## src/rtl/dvsd_8216m3_mul_if.sv

```systemverilog
// Operand/product bundle for the 8x8 unsigned multiplier.
// Latency: none (wires only); the product appears one clock after its operands.
// Backpressure: none; the source may present a new pair every cycle.
interface dvsd_8216m3_mul_if;
  logic [7:0]  a;
  logic [7:0]  b;
  logic        in_valid;
  logic [15:0] m;
  logic        out_valid;

  // Operand source drives a/b/in_valid and observes the product.
  modport master (
    output a, b, in_valid,
    input  m, out_valid
  );

  // Multiplier consumes operands and returns the registered product.
  modport slave (
    input  a, b, in_valid,
    output m, out_valid
  );
endinterface

```

## src/rtl/dvsd_8216m3_mul.sv

```systemverilog
// Unsigned 8x8 -> 16 array multiplier built from AND partial products and adder rows.
// Latency: 1 clock (combinational array, then the output register).
// Backpressure: none; accepts a new operand pair every cycle.

// Half adder cell used at the low end of each reduction row.
module dvsd_8216m3_mul_ha (
  input  logic x,
  input  logic y,
  output logic s,
  output logic co
);
  assign s  = x ^ y;
  assign co = x & y;
endmodule

// Full adder cell used for the carry-propagating body of each row.
module dvsd_8216m3_mul_fa (
  input  logic x,
  input  logic y,
  input  logic ci,
  output logic s,
  output logic co
);
  assign s  = x ^ y ^ ci;
  assign co = (x & y) | (x & ci) | (y & ci);
endmodule

module dvsd_8216m3_mul (
  input  logic                     clock,
  input  logic                     reset,
  dvsd_8216m3_mul_if.slave         bus
);
  // pp[i][j] = a[j] & b[i]: row i is the multiplicand gated by multiplier bit i.
  logic [7:0]  pp  [0:7];
  // acc[i] holds the upper 8 bits of the running sum after row i; bit 0 of
  // each row retires straight into the product since later rows sit above it.
  logic [7:0]  acc [0:7];
  logic [7:0]  sum [1:7];
  logic [8:1]  cy  [1:7];
  logic [15:0] prod;

  genvar gi, gj;
  generate
    for (gi = 0; gi < 8; gi++) begin : g_pp_row
      for (gj = 0; gj < 8; gj++) begin : g_pp_col
        assign pp[gi][gj] = bus.a[gj] & bus.b[gi];
      end
    end

    // Row 0 needs no adders: its LSB is final, the rest seeds the accumulator.
    assign prod[0] = pp[0][0];
    assign acc[0]  = {1'b0, pp[0][7:1]};

    // Rows 1..7: ripple-add the next shifted partial product onto the accumulator.
    for (gi = 1; gi < 8; gi++) begin : g_row
      dvsd_8216m3_mul_ha u_ha (
        .x  (pp[gi][0]),
        .y  (acc[gi-1][0]),
        .s  (sum[gi][0]),
        .co (cy[gi][1])
      );
      for (gj = 1; gj < 8; gj++) begin : g_fa
        dvsd_8216m3_mul_fa u_fa (
          .x  (pp[gi][gj]),
          .y  (acc[gi-1][gj]),
          .ci (cy[gi][gj]),
          .s  (sum[gi][gj]),
          .co (cy[gi][gj+1])
        );
      end
      assign prod[gi] = sum[gi][0];
      assign acc[gi]  = {cy[gi][8], sum[gi][7:1]};
    end
  endgenerate

  // The final accumulator is the top byte of the product.
  assign prod[15:8] = acc[7];

  // Output register: capture the product on valid operands, hold it otherwise;
  // reset wins over in_valid and discards any pending product.
  always_ff @(posedge clock) begin
    if (reset) begin
      bus.m         <= 16'h0000;
      bus.out_valid <= 1'b0;
    end else begin
      bus.out_valid <= bus.in_valid;
      if (bus.in_valid) begin
        bus.m <= prod;
      end
    end
  end
endmodule

```

## src/flat_wrapper.sv

```systemverilog
// flat-port wrapper written by rule: the top's interface ports become plain ports
module dvsd_8216m3_mul_flat 
  (clock, reset, bus_a, bus_b, bus_in_valid, bus_m, bus_out_valid);
  dvsd_8216m3_mul_if bus_i ();
  input  logic clock;
  input  logic reset;
  input wire logic [$bits(bus_i.a)-1:0] bus_a;
  input wire logic [$bits(bus_i.b)-1:0] bus_b;
  input wire logic [$bits(bus_i.in_valid)-1:0] bus_in_valid;
  output wire logic [$bits(bus_i.m)-1:0] bus_m;
  output wire logic [$bits(bus_i.out_valid)-1:0] bus_out_valid;
  assign bus_i.a = bus_a;
  assign bus_i.b = bus_b;
  assign bus_i.in_valid = bus_in_valid;
  assign bus_m = bus_i.m;
  assign bus_out_valid = bus_i.out_valid;
  dvsd_8216m3_mul u_core (.clock(clock), .reset(reset), .bus(bus_i));
endmodule
```

## config.mk

```make
export PLATFORM = sky130hd
export DESIGN_NAME = dvsd_8216m3_mul_flat
export DESIGN_NICKNAME = d
export VERILOG_FILES = /design/src/rtl/dvsd_8216m3_mul_if.sv /design/src/rtl/dvsd_8216m3_mul.sv /design/src/flat_wrapper.sv
export SDC_FILE = /design/constraint.sdc
export NUM_CORES = 1
export LEC_CHECK = 0
export ABC_AREA = 1
export BUFFER_PORTS_ARGS = -buffer_cell sky130_fd_sc_hd__buf_2
export CAP_MARGIN = 20
export CORE_UTILIZATION = 23
export DETAILED_ROUTE_END_ITERATION = 7
export GPL_TIMING_DRIVEN = 1
export MAX_ROUTING_LAYER = met4
export SYNTH_ARGS = -nofsm -noshare
export SYNTH_HDL_FRONTEND = slang
export SYNTH_HIERARCHICAL = 1
export SYNTH_SLANG_ARGS = --single-unit
```

## constraint.sdc

```tcl
create_clock -name clock -period 23.8 [get_ports clock]
set_clock_uncertainty 0.05 [all_clocks]
set_input_delay 3.57 -clock clock [delete_from_list [all_inputs] [get_ports clock]]
set_output_delay 3.57 -clock clock [all_outputs]
set_load 0.1 [all_outputs]
```

Yosys cells after proc, flatten, opt, wreduce, memory -nomap -nowiden:

Cells that the tools add are included.

* register bits: 17
* bits in latches: 0
* RAM bits: 0
* memory bits (read-only): 0
* input port bits: 19
* output and inout port bits: 17
* logic and storage cells: 418
* memories: 0

* $add $sub $neg: 0
* multipliers: 0
* div/mod/pow operators: 0
* $lt $le $gt $ge: 0
* equality and inequality tests: 0
* shifts and indexed selects: 0
* multiplexer cells: 0
* bitwise gates (word level): 416
* reduce and logical (&&, ||, !) cells: 0

Operators with widths (count)
* 1-bit bitwise AND: 216
* 1-bit bitwise XOR: 104
* 1-bit bitwise OR: 96

Logic depth before layout (Yosys ltp):

Gate-level depths: netlist (run 1).

* word-level depth: 52
* gate-level depth with buffers: 25

Modules after synthesis:

The synthesis (run 1) kept the hierarchy.

By module, submodules not included
* dvsd_8216m3_mul: instances 1, cells each 218, area each 1148.6 um^2, seq. area each 340.3 um^2
* dvsd_8216m3_mul_fa: instances 49, cells each 1, area each 20.0 um^2, seq. area each 0.0 um^2
* dvsd_8216m3_mul_ha: instances 7, cells each 1, area each 12.5 um^2, seq. area each 0.0 um^2

Worst setup path before layout (run 1):

Ideal clock, no wire load.

* kind: input-to-reg
* from: in bus_a[1]
* to: reg u_core.bus.m[14]
* setup time: 118 ps
* arrival: 12261 ps
* setup slack: 11371 ps
* stages: 25
* buffers on the path: 1
* cells stage by stage: clkbuf_1 nand2_1 inv_1 ha_1 fa_1 fa_1 fa_1 fa_1 fa_1 fa_1 fa_1 fa_1 fa_1 fa_1 fa_1 fa_1 fa_1 fa_1 fa_1 fa_1 fa_1 fa_1 fa_1 nand3_1 nand2_1

RTL lines
* start: declaration: line flat_wrapper.sv:7 `input wire logic [$bits(bus_i.a)-1:0] bus_a;`
* end signal: assignment: line dvsd_8216m3_mul.sv:88 `bus.m <= prod;`
* end: declaration: line dvsd_8216m3_mul_if.sv:20 `output m, out_valid`

==> results.sh, run 1 <==
export IMPL_hold_viol=0
export IMPL_root_buffer="clkbuf_8"
export IMPL_vias=1544
export IMPL_power_mw=0.287
export IMPL_final_cell_mix="nand2_1 (94), inv_1 (64), fa_1 (49)"
export IMPL_fmax_mhz=80.5
export IMPL_maxCapViolations=0
export IMPL_holdBufCountCts=0
export IMPL_setup_viol=0
export IMPL_drt_initial_drc_count=24
export IMPL_grt_first_pass_wirelength_mm=7.09
export IMPL_ys_warn_count=6
export IMPL_final_nets=369
export IMPL_clkTransAtPathRegs_ns=0.06
export IMPL_avgSynthCellArea_um2=8.09
export IMPL_cp_arrival_ns=12.57
export IMPL_synth_seq_cells=17
export IMPL_slowest_stage="fa_1"
export IMPL_core_area_um2=9280
export IMPL_dp_cells=418
export IMPL_syn_nets=349
export IMPL_vdd_drop_max_uv=28.9
export IMPL_vias_per_cell=3.66
export IMPL_netlist_area_um2=2220
export IMPL_drv_slew=0
export IMPL_grt_usage=0.0910
export IMPL_worstSetupStartpointType="primary input"
export IMPL_cts_buffers=3
export IMPL_synth_seq_area_share=0.153
export IMPL_ctsResizeCount=0
export IMPL_dieArea_um2=10000
export IMPL_rsz0062_at_grt="false"
export IMPL_grt_antenna_before_repair=0
export IMPL_timing_final_crit_share=0.522
export IMPL_grt_start_max_net_pins=18
export IMPL_cp_max_fo=8
export IMPL_die_y_um=100
export IMPL_post_cts_buffers=0
export IMPL_rows=35
export IMPL_die_x_um=100
export IMPL_cts_tree="built"
export IMPL_crit_top_cell="fa_1"
export IMPL_power_leakage_nw=1.62
export IMPL_slowest_delay_ns=0.49
export IMPL_io_pins=36
export IMPL_period_minus_slack_ns=12.42
export IMPL_drc=0
export IMPL_ant_nets=0
export IMPL_clock_sinks=17
export IMPL_synthesis_instances=274
export IMPL_clk_path_buf_depth=2
export IMPL_tns_ns=0
export IMPL_hp_class="flop to flop"
export IMPL_layoutNonFillerInstCount=422
export IMPL_area_growth_pct=13.0
export IMPL_status="completed"
export IMPL_yosysUniqueCellTypes=14
export IMPL_place_congestion=0.754
export IMPL_cp_top_family="adder cells"
export IMPL_clock_latency_ns=0.25
export IMPL_overflow=0
export IMPL_criticalPathCategory="primary input to flop"
export IMPL_critPathBufInv=2
export IMPL_mostFrequentLayoutCell="nand2_1"
export IMPL_grt_pass1_vias=1709
export IMPL_cp_data_required_time_ns=23.95
export IMPL_wire_per_inst_um=9.29
export IMPL_p_per_area_nw_per_um2=115
export IMPL_htree_levels=1
export IMPL_endpoint_kind="flop"
export IMPL_antennaDiodeCount=0
export IMPL_dr_pass1_iters=2
export IMPL_port_buffer_count=35
export IMPL_drt_wl_total_mm=3.92
export IMPL_start_util=0.239
export IMPL_post_route_cells_drive_above_1_share=0.154
export IMPL_hpwlAfterDp_mm=3.62
[per-layer routing]
metal,wire length [um],global-route usage,part of all wire
met1,1500,0.0891,0.38
met2,2180,0.177,0.55
met3,214,0.0223,0.055
met4,31,0.0234,0.0079
met5,0,-,0
[final cells by class]
class / instances / area, um^2
Tap cell: 129 / 161
Clock buffer: 3 / 41.3
Multi-Input combinational cell: 171 / 1530
Timing Repair Buffer: 35 / 175
Clock inverter: 1 / 5.00
Sequential cell: 17 / 340
Inverter: 66 / 248
Fill cell: 1056 / 6780
[report_power, final]
group | switching, mW | leakage [nW] | internal [mW] | total (mW)
logic | 0.139 | 1.46 | 0.0879 | 0.227
registers | 0.00305 | 0.140 | 0.0361 | 0.0392
clock network | 0.00928 | 0.0255 | 0.0116 | 0.0209
[final timing paths]
path	startpoint	to	slack, ns	cells past startpoint
max	bus_a[1]	u_core/bus.m[14]	11.38	25
max reg2reg	u_core/bus.m[7]	u_core/bus.m[7]	23.22	2
min	u_core/bus.m[6]	u_core/bus.m[6]	0.39	2
min reg2reg	u_core/bus.m[6]	u_core/bus.m[6]	0.39	2
[metrics by stage]
step / util / setup slack (ns) / hold slack [ns] / instance area [um^2]
after global routing: 0.270 / 11.04 / 0.411 / 2500
after global placement: 0.265 / 11.17 / 0.380 / 2460
after detailed placement: 0.265 / 11.04 / 0.382 / 2460
after CTS: 0.270 / 11.31 / 0.398 / 2500
after floorplan: - / 11.37 / 0.835 / 2220
final: 0.270 / 11.38 / 0.392 / 2500
[kinds of logic after synthesis]
family,share of synthesized area
AND/OR/NAND/NOR,0.208
buffers and inverters,0.155
adder cells (fa/ha/maj),0.482
flip-flops,0.154
other,0.00169
[worst reg2reg max path, delay by kind of cell (launching register included)]
family	cells	cell delay [ns]
simple gates	2	0.11
flops	1	0.31
[sequential cells by signal, indices dropped and copies added (netlist names)]
register              count
u_core/bus.m             16
u_core/bus.out_valid      1
[cells in the mapped netlist]
| library cell | count | area share |
|---|---|---|
| inv_1 | 64 | 0.11 |
| buf_6 | 2 | 0.010 |
| nor2_1 | 1 | 0.0017 |
| nand2_2 | 3 | 0.0085 |
| dfxtp_1 | 17 | 0.15 |
| nand2_1 | 94 | 0.16 |
| clkbuf_1 | 14 | 0.024 |
| nor2_4 | 1 | 0.0051 |
| fa_1 | 49 | 0.44 |
| conb_1 | 1 | 0.0017 |
| buf_2 | 4 | 0.0090 |
| ha_1 | 7 | 0.040 |
| inv_2 | 2 | 0.0034 |
| nand3_1 | 15 | 0.034 |
Power figures use the tool's default switching activity.
==> inputs of run 2 (changes only) <==
--- a/config.mk
+++ b/config.mk
@@ -5,7 +5,7 @@
 export SDC_FILE = /design/constraint.sdc
 export NUM_CORES = 1
 export LEC_CHECK = 0
-export ABC_AREA = 1
+export ABC_AREA = 0
 export BUFFER_PORTS_ARGS = -buffer_cell sky130_fd_sc_hd__buf_2
 export CAP_MARGIN = 20
 export CORE_UTILIZATION = 23
==> constraint.sdc (replaced) <==
create_clock -name clock -period 12.6 [get_ports clock]
set_clock_uncertainty 0.05 [all_clocks]
set_input_delay 1.89 -clock clock [delete_from_list [all_inputs] [get_ports clock]]
set_output_delay 1.89 -clock clock [all_outputs]
set_load 0.1 [all_outputs]
==> results.sh, run 2 <==
export IMPL_cp_cell_sequence="buf_2 > and2_1 > ha_1 > fa_1 > fa_1 > fa_1 > fa_1 > fa_1 > fa_1 > fa_1 > fa_1 > fa_1 > fa_1 > fa_1 > fa_1 > fa_1 > fa_1 > fa_1 > fa_1 > fa_1 > fa_1 > fa_1 > mux2i_1 > nor2_1"
export IMPL_cp_max_fo=8
export IMPL_cp_arrival_ns=10.89
export IMPL_grt_first_pass_wirelength_mm=6.17
export IMPL_ys_warn_count=6
export IMPL_power_leakage_nw=1.12
export IMPL_dieArea_um2=9450
export IMPL_synth_seq_cells=17
export IMPL_status="completed"
export IMPL_rrSetupSlack_ns=11.93
export IMPL_p_per_area_nw_per_um2=232
export IMPL_clock_sinks=17
export IMPL_yosysUniqueCellTypes=14
export IMPL_rsz0062_at_grt="false"
export IMPL_synth_area_leaders="fa_1 (47%), and2_1 (19%), dfxtp_1 (16%)"
export IMPL_die_x_um=97.2
export IMPL_hold_viol=0
export IMPL_synth_main_ff_cell="dfxtp_1"
export IMPL_tightestPinTransition_ns=0.520
export IMPL_grt_use_met2=0.153
export IMPL_period_minus_slack_ns=10.81
export IMPL_port_buffer_count=35
export IMPL_clock_latency_ns=0.25
export IMPL_timing_final_crit_share=0.858
export IMPL_top_register="u_core/bus.m"
export IMPL_synth_largest_area_cell="fa_1"
export IMPL_area_growth_pct=15.1
export IMPL_vdd_drop_max_uv=64.0
export IMPL_endpoint_kind="flop"
export IMPL_synth_seq_area_share=0.163
export IMPL_clk_path_buf_depth=2
export IMPL_rr_worst_depth=2
export IMPL_overflow=0
export IMPL_fill_cells=913
export IMPL_slowest_stage="fa_1"
export IMPL_hp_class="flop to flop"
export IMPL_cp_data_required_time_ns=12.68
export IMPL_core_area_um2=8760
export IMPL_syn_nets=250
export IMPL_dr_pass1_iters=4
export IMPL_drt_initial_drc_count=28
export IMPL_hpwlAfterDp_mm=3.35
export IMPL_root_buffer="clkbuf_8"
export IMPL_netlist_area_um2=2090
export IMPL_reg_largest_list="u_core/bus.m (16), u_core/bus.out_valid (1)"
export IMPL_yosysTopAreaCellShare=0.470
export IMPL_drc=0
export IMPL_grt_use_met3=0.0223
export IMPL_die_y_um=97.2
export IMPL_start_util=0.238
export IMPL_antennaDiodeCount=0
export IMPL_htree_levels=1
export IMPL_holdPathStages=2
export IMPL_ctsResizeCount=0
export IMPL_tns_ns=0
export IMPL_largest_reg_flops=16
export IMPL_setup_viol=0
export IMPL_final_cell_mix="and2_1 (63), fa_1 (49), buf_2 (35)"
export IMPL_met1_usage=0.0937
export IMPL_yosysMostFrequentCell="and2_1"
export IMPL_grt_pass1_vias=1300
export IMPL_final_nets=286
export IMPL_fmax_mhz=92.5
export IMPL_slowest_delay_ns=0.49
export IMPL_clkTransAtPathRegs_ns=0.07
export IMPL_vias=1280
export IMPL_vias_per_cell=4.03
export IMPL_synth_common_cells="and2_1 (63), fa_1 (49), dfxtp_1 (17)"
export IMPL_ant_nets=0
export IMPL_maxCapViolations=0
export IMPL_post_cts_buffers=0
export IMPL_drv_slew=0
export IMPL_worstSetupStartpointType="primary input"
export IMPL_cts_tree="built"
export IMPL_rows=34
export IMPL_post_route_cells_drive_above_1_share=0.190
export IMPL_hold_slack_ns=0.430
export IMPL_slew_headroom=0.654
export IMPL_holdBufCountCts=0
export IMPL_synthesis_instances=175
export IMPL_grt_usage=0.0846
export IMPL_grt_start_max_net_pins=19
export IMPL_place_congestion=0.723
export IMPL_drt_wl_total_mm=3.60
export IMPL_crit_top_cell="fa_1"
export IMPL_grt_busiest_layer="met2"
export IMPL_mostFrequentLayoutCell="and2_1"
export IMPL_avgSynthCellArea_um2=11.9
export IMPL_io_pins=36
export IMPL_async_flop_share=0
export IMPL_wire_per_inst_um=11.3
export IMPL_criticalPathCategory="primary input to flop"
export IMPL_grt_antenna_before_repair=0
export IMPL_synth_edf_count=0
export IMPL_cts_buffers=3
run 2: cell count changes after synthesis, sizes merged, moves of 14 or more:
| cell | previous run | this run |
|---|---|---|
| inv | 66 | 0 |
| nand3 | 15 | 1 |
| clkbuf | 14 | 0 |
| and2 | 0 | 63 |
| nand2 | 97 | 0 |
| mux2i | 0 | 15 |
run 2: layout make-up:
class,instances,area (um^2),area share
clock buffer,4,45.0,0.0188
multi-input combinational,154,1700,0.710
sequential,17,340,0.142
timing repair buffer,35,175,0.0730
tap,108,135,0.0563
run 2: worst max-delay path, delay by kind of cell:
kind / cells / cell delay, ns
muxes: 1 / 0.14
adders and majority gates: 20 / 8.50
and+or+nand+nor: 2 / 0.22
buffers and inverters: 1 / 0.14
run 2: path summary, 6_finish.rpt:
check / start / end
min: u_core/bus.m[0] / u_core/bus.m[0]
max: bus_a[1] / u_core/bus.m[14]
max reg2reg: u_core/bus.m[1] / u_core/bus.m[1]
min reg2reg: u_core/bus.m[0] / u_core/bus.m[0]
run 2: metrics by stage:
step | cell area [um^2] | power (mW) | util | worst slack [ns] | cells
floorplan | 2090 | 0.449 | - | 1.92 | 175
global placement | 2350 | 0.530 | 0.269 | 1.55 | 314
detailed placement | 2350 | 0.538 | 0.269 | 1.46 | 314
CTS | 2400 | 0.582 | 0.274 | 1.73 | 318
global route | 2400 | 0.626 | 0.274 | 1.42 | 318
finish | 2400 | 0.557 | 0.274 | 1.79 | 318
run 2: kinds of logic (layout without fill, tap and decap cells):
logic type / after synthesis / in the layout / share of synthesized area
simple gates: 81 / 81 / 0.227
fa+ha+maj: 56 / 56 / 0.512
flops: 17 / 17 / 0.163
mux: 15 / 15 / 0.0720
buf+inv: 4 / 39 / 0.0198
other cells: 1 / 1 / 0.00180
compound gates: 1 / 1 / 0.00420
run 2: per-layer routing:
metal  wire length, um  share of wire
met5                 0              0
met4                31         0.0086
met3               106          0.029
met2              2040           0.56
met1              1430           0.40
run 2: power breakdown:
group	switching, mW	total, mW	internal [mW]
logic	0.265	0.442	0.178
clock network	0.0181	0.0405	0.0224
registers	0.00574	0.0743	0.0686
